`config.mk`:
```
export PLATFORM = sky130hd
export DESIGN_NAME = sub_operand_loader
export DESIGN_NICKNAME = d
export VERILOG_FILES = /design/src/rtl/sub_pkg.sv /design/src/rtl/pair_out_slot.sv /design/src/rtl/sub_operand_loader.sv
export SDC_FILE = /design/constraint.sdc
export NUM_CORES = 1
export LEC_CHECK = 0
export BUFFER_PORTS_ARGS = -buffer_cell sky130_fd_sc_hd__buf_2
export CORE_MARGIN = 2
export CORE_UTILIZATION = 51
export CTS_CLUSTER_DIAMETER = 120
export DETAILED_ROUTE_END_ITERATION = 8
export GPL_TIMING_DRIVEN = 0
export PLACE_DENSITY_LB_ADDON = 0.2
export SLEW_MARGIN = 10
export SYNTH_ARGS = -nofsm -noshare
export SYNTH_HDL_FRONTEND = slang
export SYNTH_HIERARCHICAL = 1
export SYNTH_SLANG_ARGS = --single-unit
```
`constraint.sdc`:
```
create_clock -name clk -period 2.25 [get_ports clk]
set_input_delay 0 -clock clk [delete_from_list [all_inputs] [get_ports clk]]
set_output_delay 0 -clock clk [all_outputs]
set_load 0.05 [all_outputs]
```
`src/rtl/sub_pkg.sv`:
```
// Shared definitions for the subtractor datapath: operand widths and the
// operand loader state encoding.
package sub_pkg;

   localparam int OPERAND_W = 8;
   localparam int PAIR_W    = 2 * OPERAND_W;

   // Plain-vector state type so older blocks can compare against raw bits
   typedef logic [0:0] loader_state_t;
   localparam loader_state_t WAIT_A = 1'b0;
   localparam loader_state_t HAVE_A = 1'b1;

endpackage

```
`src/rtl/pair_out_slot.sv`:
```
// Single-entry valid/ready output register with a load port and drain logic.
// A load in the same cycle as a drain replaces the word without a bubble.
module pair_out_slot #(
   parameter int W = 16
) (
   input  logic         clk,
   input  logic         rst_n,
   input  logic         load,
   input  logic [W-1:0] load_data,
   output logic         out_valid,
   input  logic         out_ready,
   output logic [W-1:0] out_data,
   output logic         can_load
);

   assign can_load = !out_valid || out_ready;

   // Load wins over drain so a simultaneous drain+load keeps out_valid high
   always_ff @(posedge clk or negedge rst_n) begin
      if (!rst_n) begin
         out_valid <= 1'b0;
         out_data  <= '0;
      end else if (load) begin
         out_valid <= 1'b1;
         out_data  <= load_data;
      end else if (out_valid && out_ready) begin
         out_valid <= 1'b0;
      end
   end

endmodule

```
`src/rtl/sub_operand_loader.sv`:
```
// Packs a byte stream into {A, B} operand words for the subtractor stage.
// Optional SUB_OPERAND_SWAP_EN adds a swap input that packs {B, A} instead.
module sub_operand_loader
   import sub_pkg::*;
#(
   parameter int DATA_W = OPERAND_W,
   parameter int CNT_W  = 16
) (
   input  logic                clk,
   input  logic                rst_n,
   input  logic                clr,
`ifdef SUB_OPERAND_SWAP_EN
   input  logic                swap,
`endif
   input  logic                in_valid,
   output logic                in_ready,
   input  logic [DATA_W-1:0]   in_data,
   output logic                out_valid,
   input  logic                out_ready,
   output logic [2*DATA_W-1:0] out_data,
   output logic [CNT_W-1:0]    pair_count,
   output logic                busy
);

   loader_state_t       state;
   logic [DATA_W-1:0]   a_reg;
   logic                slot_can_load;
   logic                in_xfer;
   logic                slot_load;
   logic [2*DATA_W-1:0] load_word;

   // B can only be taken when the output slot has room this cycle
   always_comb begin
      in_ready = 1'b0;
      if (!clr) begin
         if (state == WAIT_A) in_ready = 1'b1;
         else                 in_ready = slot_can_load;
      end
   end

   assign in_xfer   = in_valid && in_ready;
   assign slot_load = in_xfer && (state == HAVE_A);

`ifdef SUB_OPERAND_SWAP_EN
   assign load_word = swap ? {in_data, a_reg} : {a_reg, in_data};
`else
   assign load_word = {a_reg, in_data};
`endif

   always_ff @(posedge clk or negedge rst_n) begin
      if (!rst_n) begin
         state <= WAIT_A;
         a_reg <= '0;
      end else if (clr) begin
         state <= WAIT_A;
      end else if (in_xfer) begin
         if (state == WAIT_A) begin
            a_reg <= in_data;
            state <= HAVE_A;
         end else begin
            state <= WAIT_A;
         end
      end
   end

   pair_out_slot #(
      .W (2 * DATA_W)
   ) u_slot (
      .clk       (clk),
      .rst_n     (rst_n),
      .load      (slot_load),
      .load_data (load_word),
      .out_valid (out_valid),
      .out_ready (out_ready),
      .out_data  (out_data),
      .can_load  (slot_can_load)
   );

   // Counts delivered pairs and wraps freely
   always_ff @(posedge clk or negedge rst_n) begin
      if (!rst_n)                       pair_count <= '0;
      else if (out_valid && out_ready)  pair_count <= pair_count + CNT_W'(1);
   end

   assign busy = (state == HAVE_A) || out_valid;

endmodule

```
**Word-level counts from Yosys, hierarchy flattened**

Index checks and enable logic that the tools add are counted.
Widths: inputs -> output; s select.

- Bits in registers: 42
- Bits in latches: 0
- RAM bits: 0
- ROM bits: 0
- Input bits: 13
- Output and inout bits: 35
- Memories: 0

- Add/sub/neg operators: 1
- Multipliers: 0
- Div/mod/pow operators: 0
- Order comparisons: 0
- Equal/unequal tests: 0
- Shifts and indexed selects: 0
- Muxes and demuxes: 7
- Bitwise logic cells: 2
- Reduce and logical (&&, ||, !) cells: 9

Operators with widths:

| operator | count |
|---|---|
| $add 16x1->16 const B | 1 |
| $mux 1 | 7 |
| $reduce_bool 2->1 | 2 |
| $logic_and 1x1->1 | 3 |
| $reduce_and 3->1 | 1 |
| $logic_or 1x1->1 | 2 |
| $not 1->1 | 2 |
| $logic_not 1->1 | 1 |

**Longest topological paths before layout**

- Depth in word-level cells: 7
- Mapped depth: 7
- Mapped depth without buffers: 5

**Hierarchy**

The synthesis kept the hierarchy.

By module, submodules not included:

| module | instances | cells each | area each (um2) |
|---|---|---|---|
| sub_operand_loader | 1 | 86 | 1079.8 |
| pair_out_slot | 1 | 37 | 683.2 |

**Worst setup path after synthesis**

Ideal clock, no wire load.

- Path type: reg2reg
- From: reg u_slot.out_valid
- To: reg u_slot.out_data[10]
- Library setup time: 0.125 ns
- Arrival time: 2.479 ns
- Slack: -0.354 ns
- Stages on the path, launching flop included: 8
- Path buffers: 2
- Clock period less this slack: 2.604 ns
- Cell sequence: dfrtp_1 nand2b_1 inv_1 a21oi_1 and3_1 buf_6 buf_12 mux2_4

- Cells in the longest elaborated chain, start to end: 6

Ends and longest elaborated chain:

| what | line | source |
|---|---|---|
| start: declaration | pair_out_slot.sv:10 | `output logic out_valid,` |
| start signal: assignment | pair_out_slot.sv:21 | `out_valid <= 1'b0;` |
| start signal: assignment | pair_out_slot.sv:24 | `out_valid <= 1'b1;` |
| start signal: assignment | pair_out_slot.sv:27 | `out_valid <= 1'b0;` |
| $logic_not 1->1 | pair_out_slot.sv:16 | `assign can_load = !out_valid \|\| out_ready;` |
| $logic_or 1x1->1 | pair_out_slot.sv:16 |  |
| named net slot_can_load | sub_operand_loader.sv:27 | `logic slot_can_load;` |
| $mux 1 | sub_operand_loader.sv:36 | `if (state == WAIT_A) in_ready = 1'b1;` |
| $mux 1 | sub_operand_loader.sv:35 | `if (!clr) begin` |
| named net in_ready | sub_operand_loader.sv:16 | `output logic in_ready,` |
| $logic_and 1x1->1 | sub_operand_loader.sv:41 | `assign in_xfer = in_valid && in_ready;` |
| $logic_and 1x1->1 | sub_operand_loader.sv:42 | `assign slot_load = in_xfer && (state == HAVE_A);` |
| named net slot_load | sub_operand_loader.sv:29 | `logic slot_load;` |
| end signal: assignment | pair_out_slot.sv:25 | `out_data <= load_data;` |
| end: declaration | pair_out_slot.sv:12 | `output logic [W-1:0] out_data,` |

The timed path passes the listed nets, and every way through them passes these cells.
A chain may end at the register's enable or synchronous reset.

**Worst setup path in the final report**

- From: reg u_slot.out_valid
- To: reg u_slot.out_data[7]

- Cells in the longest elaborated chain, start to end: 6

Ends and longest elaborated chain:

| what | line |
|---|---|
| $logic_not 1->1 | pair_out_slot.sv:16 |
| $logic_or 1x1->1 | pair_out_slot.sv:16 |
| named net slot_can_load | sub_operand_loader.sv:27 |
| $mux 1 | sub_operand_loader.sv:36 |
| $mux 1 | sub_operand_loader.sv:35 |
| $logic_and 1x1->1 | sub_operand_loader.sv:41 |
| $logic_and 1x1->1 | sub_operand_loader.sv:42 |
| named net slot_load | sub_operand_loader.sv:29 |

The timed path passes the listed nets, and every way through them passes these cells.

==> results.sh <==
export IMPL_grt_pass1_vias=1223
export IMPL_final_area_um2=2270
export IMPL_hold_end="u_slot/out_data[1]"
export IMPL_root_buffer="sky130_fd_sc_hd__clkbuf_4"
export IMPL_critPathRequiredTime_ps=2480
export IMPL_drtPass1Iterations=4
export IMPL_worst_r2r_path_depth=7
export IMPL_final_hold_violation_count=0
export IMPL_tritoncts="done"
export IMPL_hold_path_cell_count=4
export IMPL_timing_critical_path_max_delay_family="flip-flops"
export IMPL_grt_first_pass_wirelength_mm=5.58
export IMPL_initial_utilization=0.528
export IMPL_min_delay_start="in_valid"
export IMPL_irDropWorstVdd_mv=0.814
export IMPL_layout_area_overhead_vs_synth_pct=28.5
export IMPL_final_min_period_over_clock_period=0.793
export IMPL_routedWlPerCell_um=13.9
export IMPL_fin_setup_tns_ps=0
export IMPL_synth_sequential_area_ratio=0.596
export IMPL_yosys_area_top_type_share=0.596
export IMPL_worst_flop_to_flop_path_startpoint="u_slot/out_valid"
export IMPL_detail_route_antenna_nets=0
export IMPL_dieArea_um2=3940
export IMPL_holdCritPathClass="in -> reg"
export IMPL_row_cnt=21
export IMPL_cts_buffers=5
export IMPL_p_leak_nw=1.14
export IMPL_critical_path_endpoint_type="flop"
export IMPL_viasPerCell=4.94
export IMPL_worstSetupStartpointType="flop"
export IMPL_crit_path_cell_trace="nand2b_1 > inv_1 > a21oi_4 > and3_1 > buf_6 > buf_12 > mux2_4"
export IMPL_post_dp_cell_area_um2=2070
export IMPL_clk_pin_slew_worst_paths_ps=120
export IMPL_synthesis_nets=137
export IMPL_worstMarginPinSlew_ps=886
export IMPL_final_cell_mix="47 x sky130_fd_sc_hd__buf_2, 42 x sky130_fd_sc_hd__dfrtp_1, 16 x sky130_fd_sc_hd__mux2_2, 12 x sky130_fd_sc_hd__dlygate4sd3_1, 9 x sky130_fd_sc_hd__mux2_4"
export IMPL_crit_buf_inv=3
export IMPL_finalCriticalPeriod_ps=1780
export IMPL_route_vias_total=1165
export IMPL_worst_reg2reg_endpoint="u_slot/out_data[7]"
export IMPL_dr_first_iter_drc_count=61
export IMPL_postSynthRegisterBits=42
export IMPL_p_per_area_nw_per_um2=1040
export IMPL_clkLatencyLatePin_ps=340
export IMPL_fin_hold_ws_ps=276
export IMPL_clock_sinks=42
export IMPL_grtUsageTotal=0.186
export IMPL_die_height_um=62.8
export IMPL_criticalPathCategory="reg -> reg"
export IMPL_cts_htree_levels=2
export IMPL_final_setup_viol_count=0
export IMPL_routabilityCongestion=0.772
export IMPL_syn_area_per_cell_um2=14.3
export IMPL_maxSlewViolCount=0
export IMPL_globalRouteOverflowTotal=0
export IMPL_rrSetupSlack_ps=470
export IMPL_cts_resized=0
export IMPL_detailed_place_hpwl_mm=2.36
export IMPL_cpMaxStageDelayCell="sky130_fd_sc_hd__dfrtp_1"
export IMPL_core_area_um2=3340
export IMPL_yosys_warnings=6
export IMPL_cts_path_max_buffers=2
export IMPL_maxSlewHeadroom=0.409
export IMPL_design_portCount=48
export IMPL_yosys_cell_types_count=25
export IMPL_cp_max_fanout=10
export IMPL_cpPeakStageDelay_ps=450
export IMPL_synthCells=123
export IMPL_wirelength_mm=3.27
export IMPL_worst_clock_skew_ps=8.48
export IMPL_worst_ep_arrival_time_ps=2010
export IMPL_synthesis_area_um2=1760
export IMPL_netlist_top_cell_by_area="sky130_fd_sc_hd__dfrtp_1"
export IMPL_grt_antenna_before_repair=0
export IMPL_grt_max_degree=43
export IMPL_max_cap_violations=0
export IMPL_antenna_cells_inserted=0
export IMPL_layout_cells_most_common="sky130_fd_sc_hd__buf_2"
export IMPL_drc_errors=0
export IMPL_status="finished, final reports clean"
export IMPL_fmaxAchievable_mhz=561
export IMPL_die_width_um=62.8
export IMPL_drive_gt1_frac=0.474
export IMPL_rsz0062_at_grt="false"
export IMPL_place_port_buffers=47
export IMPL_synth_top_cells_by_area="sky130_fd_sc_hd__dfrtp_1 60%, sky130_fd_sc_hd__mux2_2 10%, sky130_fd_sc_hd__mux2_4 7.7%, sky130_fd_sc_hd__xor2_1 4.0%, sky130_fd_sc_hd__xnor2_1 3.0%"
export IMPL_num_nets_final=203
[stage by stage]
| step | power (mW) | setup WS (ps) | utilization | cells |
|---|---|---|---|---|
| after global routing | 2.46 | 384 | 0.679 | 236 |
| final | 2.35 | 466 | 0.679 | 236 |
| after CTS | 2.37 | 485 | 0.679 | 236 |
| after floorplan | 1.69 | 128 | - | 123 |
| after global placement | 1.88 | 530 | 0.619 | 216 |
| after detailed placement | 1.91 | 518 | 0.619 | 216 |
[synth_stat cells (all sizes together)]
cell type	number
a21oi	1
and3	2
buf	2
dfrtp	42
ha	1
inv	3
mux2	25
nand2	5
nand2b	2
nand3	6
nand4	3
nor2	7
nor3	2
nor3b	1
nor4	1
o21ai	1
or2	1
or3	3
xnor2	7
xor2	8
[worst max-delay path by stage]
stage | depth (start not counted) | startpoint | end | slack [ps]
2_1_floorplan | 7 | u_slot/out_valid | u_slot/out_data[10] | 130
3_3_place_gp | 5 | pair_count[0] | pair_count[12] | 530
3_5_place_dp | 5 | pair_count[0] | pair_count[12] | 520
4_1_cts | 5 | pair_count[0] | pair_count[12] | 490
5_1_grt | 7 | u_slot/out_valid | u_slot/out_data[10] | 380
6_report | 7 | u_slot/out_valid | u_slot/out_data[7] | 470
[timing repair]
| item | CTS | global route |
|---|---|---|
| endpoints found under the setup margin | 0 | 0 |
| buffers inserted | 0 | 0 |
| hold endpoints to repair | 61 | 0 |
| hold buffers | 12 | 0 |
[kinds of logic (layout without fill, tap and decap cells)]
family	count (synthesis)	after routing	share of synthesized area
AO/OA/AOI/OAI	2	2	0.00567
flip-flops	42	42	0.596
XOR/XNOR	15	15	0.0788
buffers and inverters	5	72	0.0241
AND/OR/NAND/NOR	33	33	0.109
multiplexers	25	25	0.179
adder cells (fa/ha/maj)	1	1	0.00710
[where the power goes]
group          internal, mW  total (mW)  switching, mW  leakage [nW]
Sequential            0.911        1.02          0.112         0.526
Clock                 0.214       0.438          0.224        0.0446
Combinational         0.272       0.887          0.615         0.575
[worst reg2reg max path, cell delays in order, from the launching register on]
cell                       delay (ps)
sky130_fd_sc_hd__dfrtp_1          450
sky130_fd_sc_hd__nand2b_1         150
sky130_fd_sc_hd__inv_1            100
sky130_fd_sc_hd__a21oi_4          160
sky130_fd_sc_hd__and3_1           190
sky130_fd_sc_hd__buf_6            160
sky130_fd_sc_hd__buf_12           160
sky130_fd_sc_hd__mux2_4           300
[cell type report]
| class | count | area [um^2] |
|---|---|---|
| multi-input cells | 76 | 681 |
| inverters | 3 | 11.3 |
| well taps | 46 | 57.6 |
| clock buffers | 8 | 78.8 |
| repair buffers | 59 | 355 |
| flip-flops and latches | 42 | 1050 |
| plain buffers | 2 | 31.3 |
| fillers | 276 | 1070 |
[layer usage]
layer	share of wire	up-vias	track usage
li1	-	559	-
met1	0.43	572	0.220
met2	0.52	29	0.329
met3	0.043	5	0.0523
met4	0.013	0	0.0583
met5	0	-	0
Power figures use the tool's default switching activity.
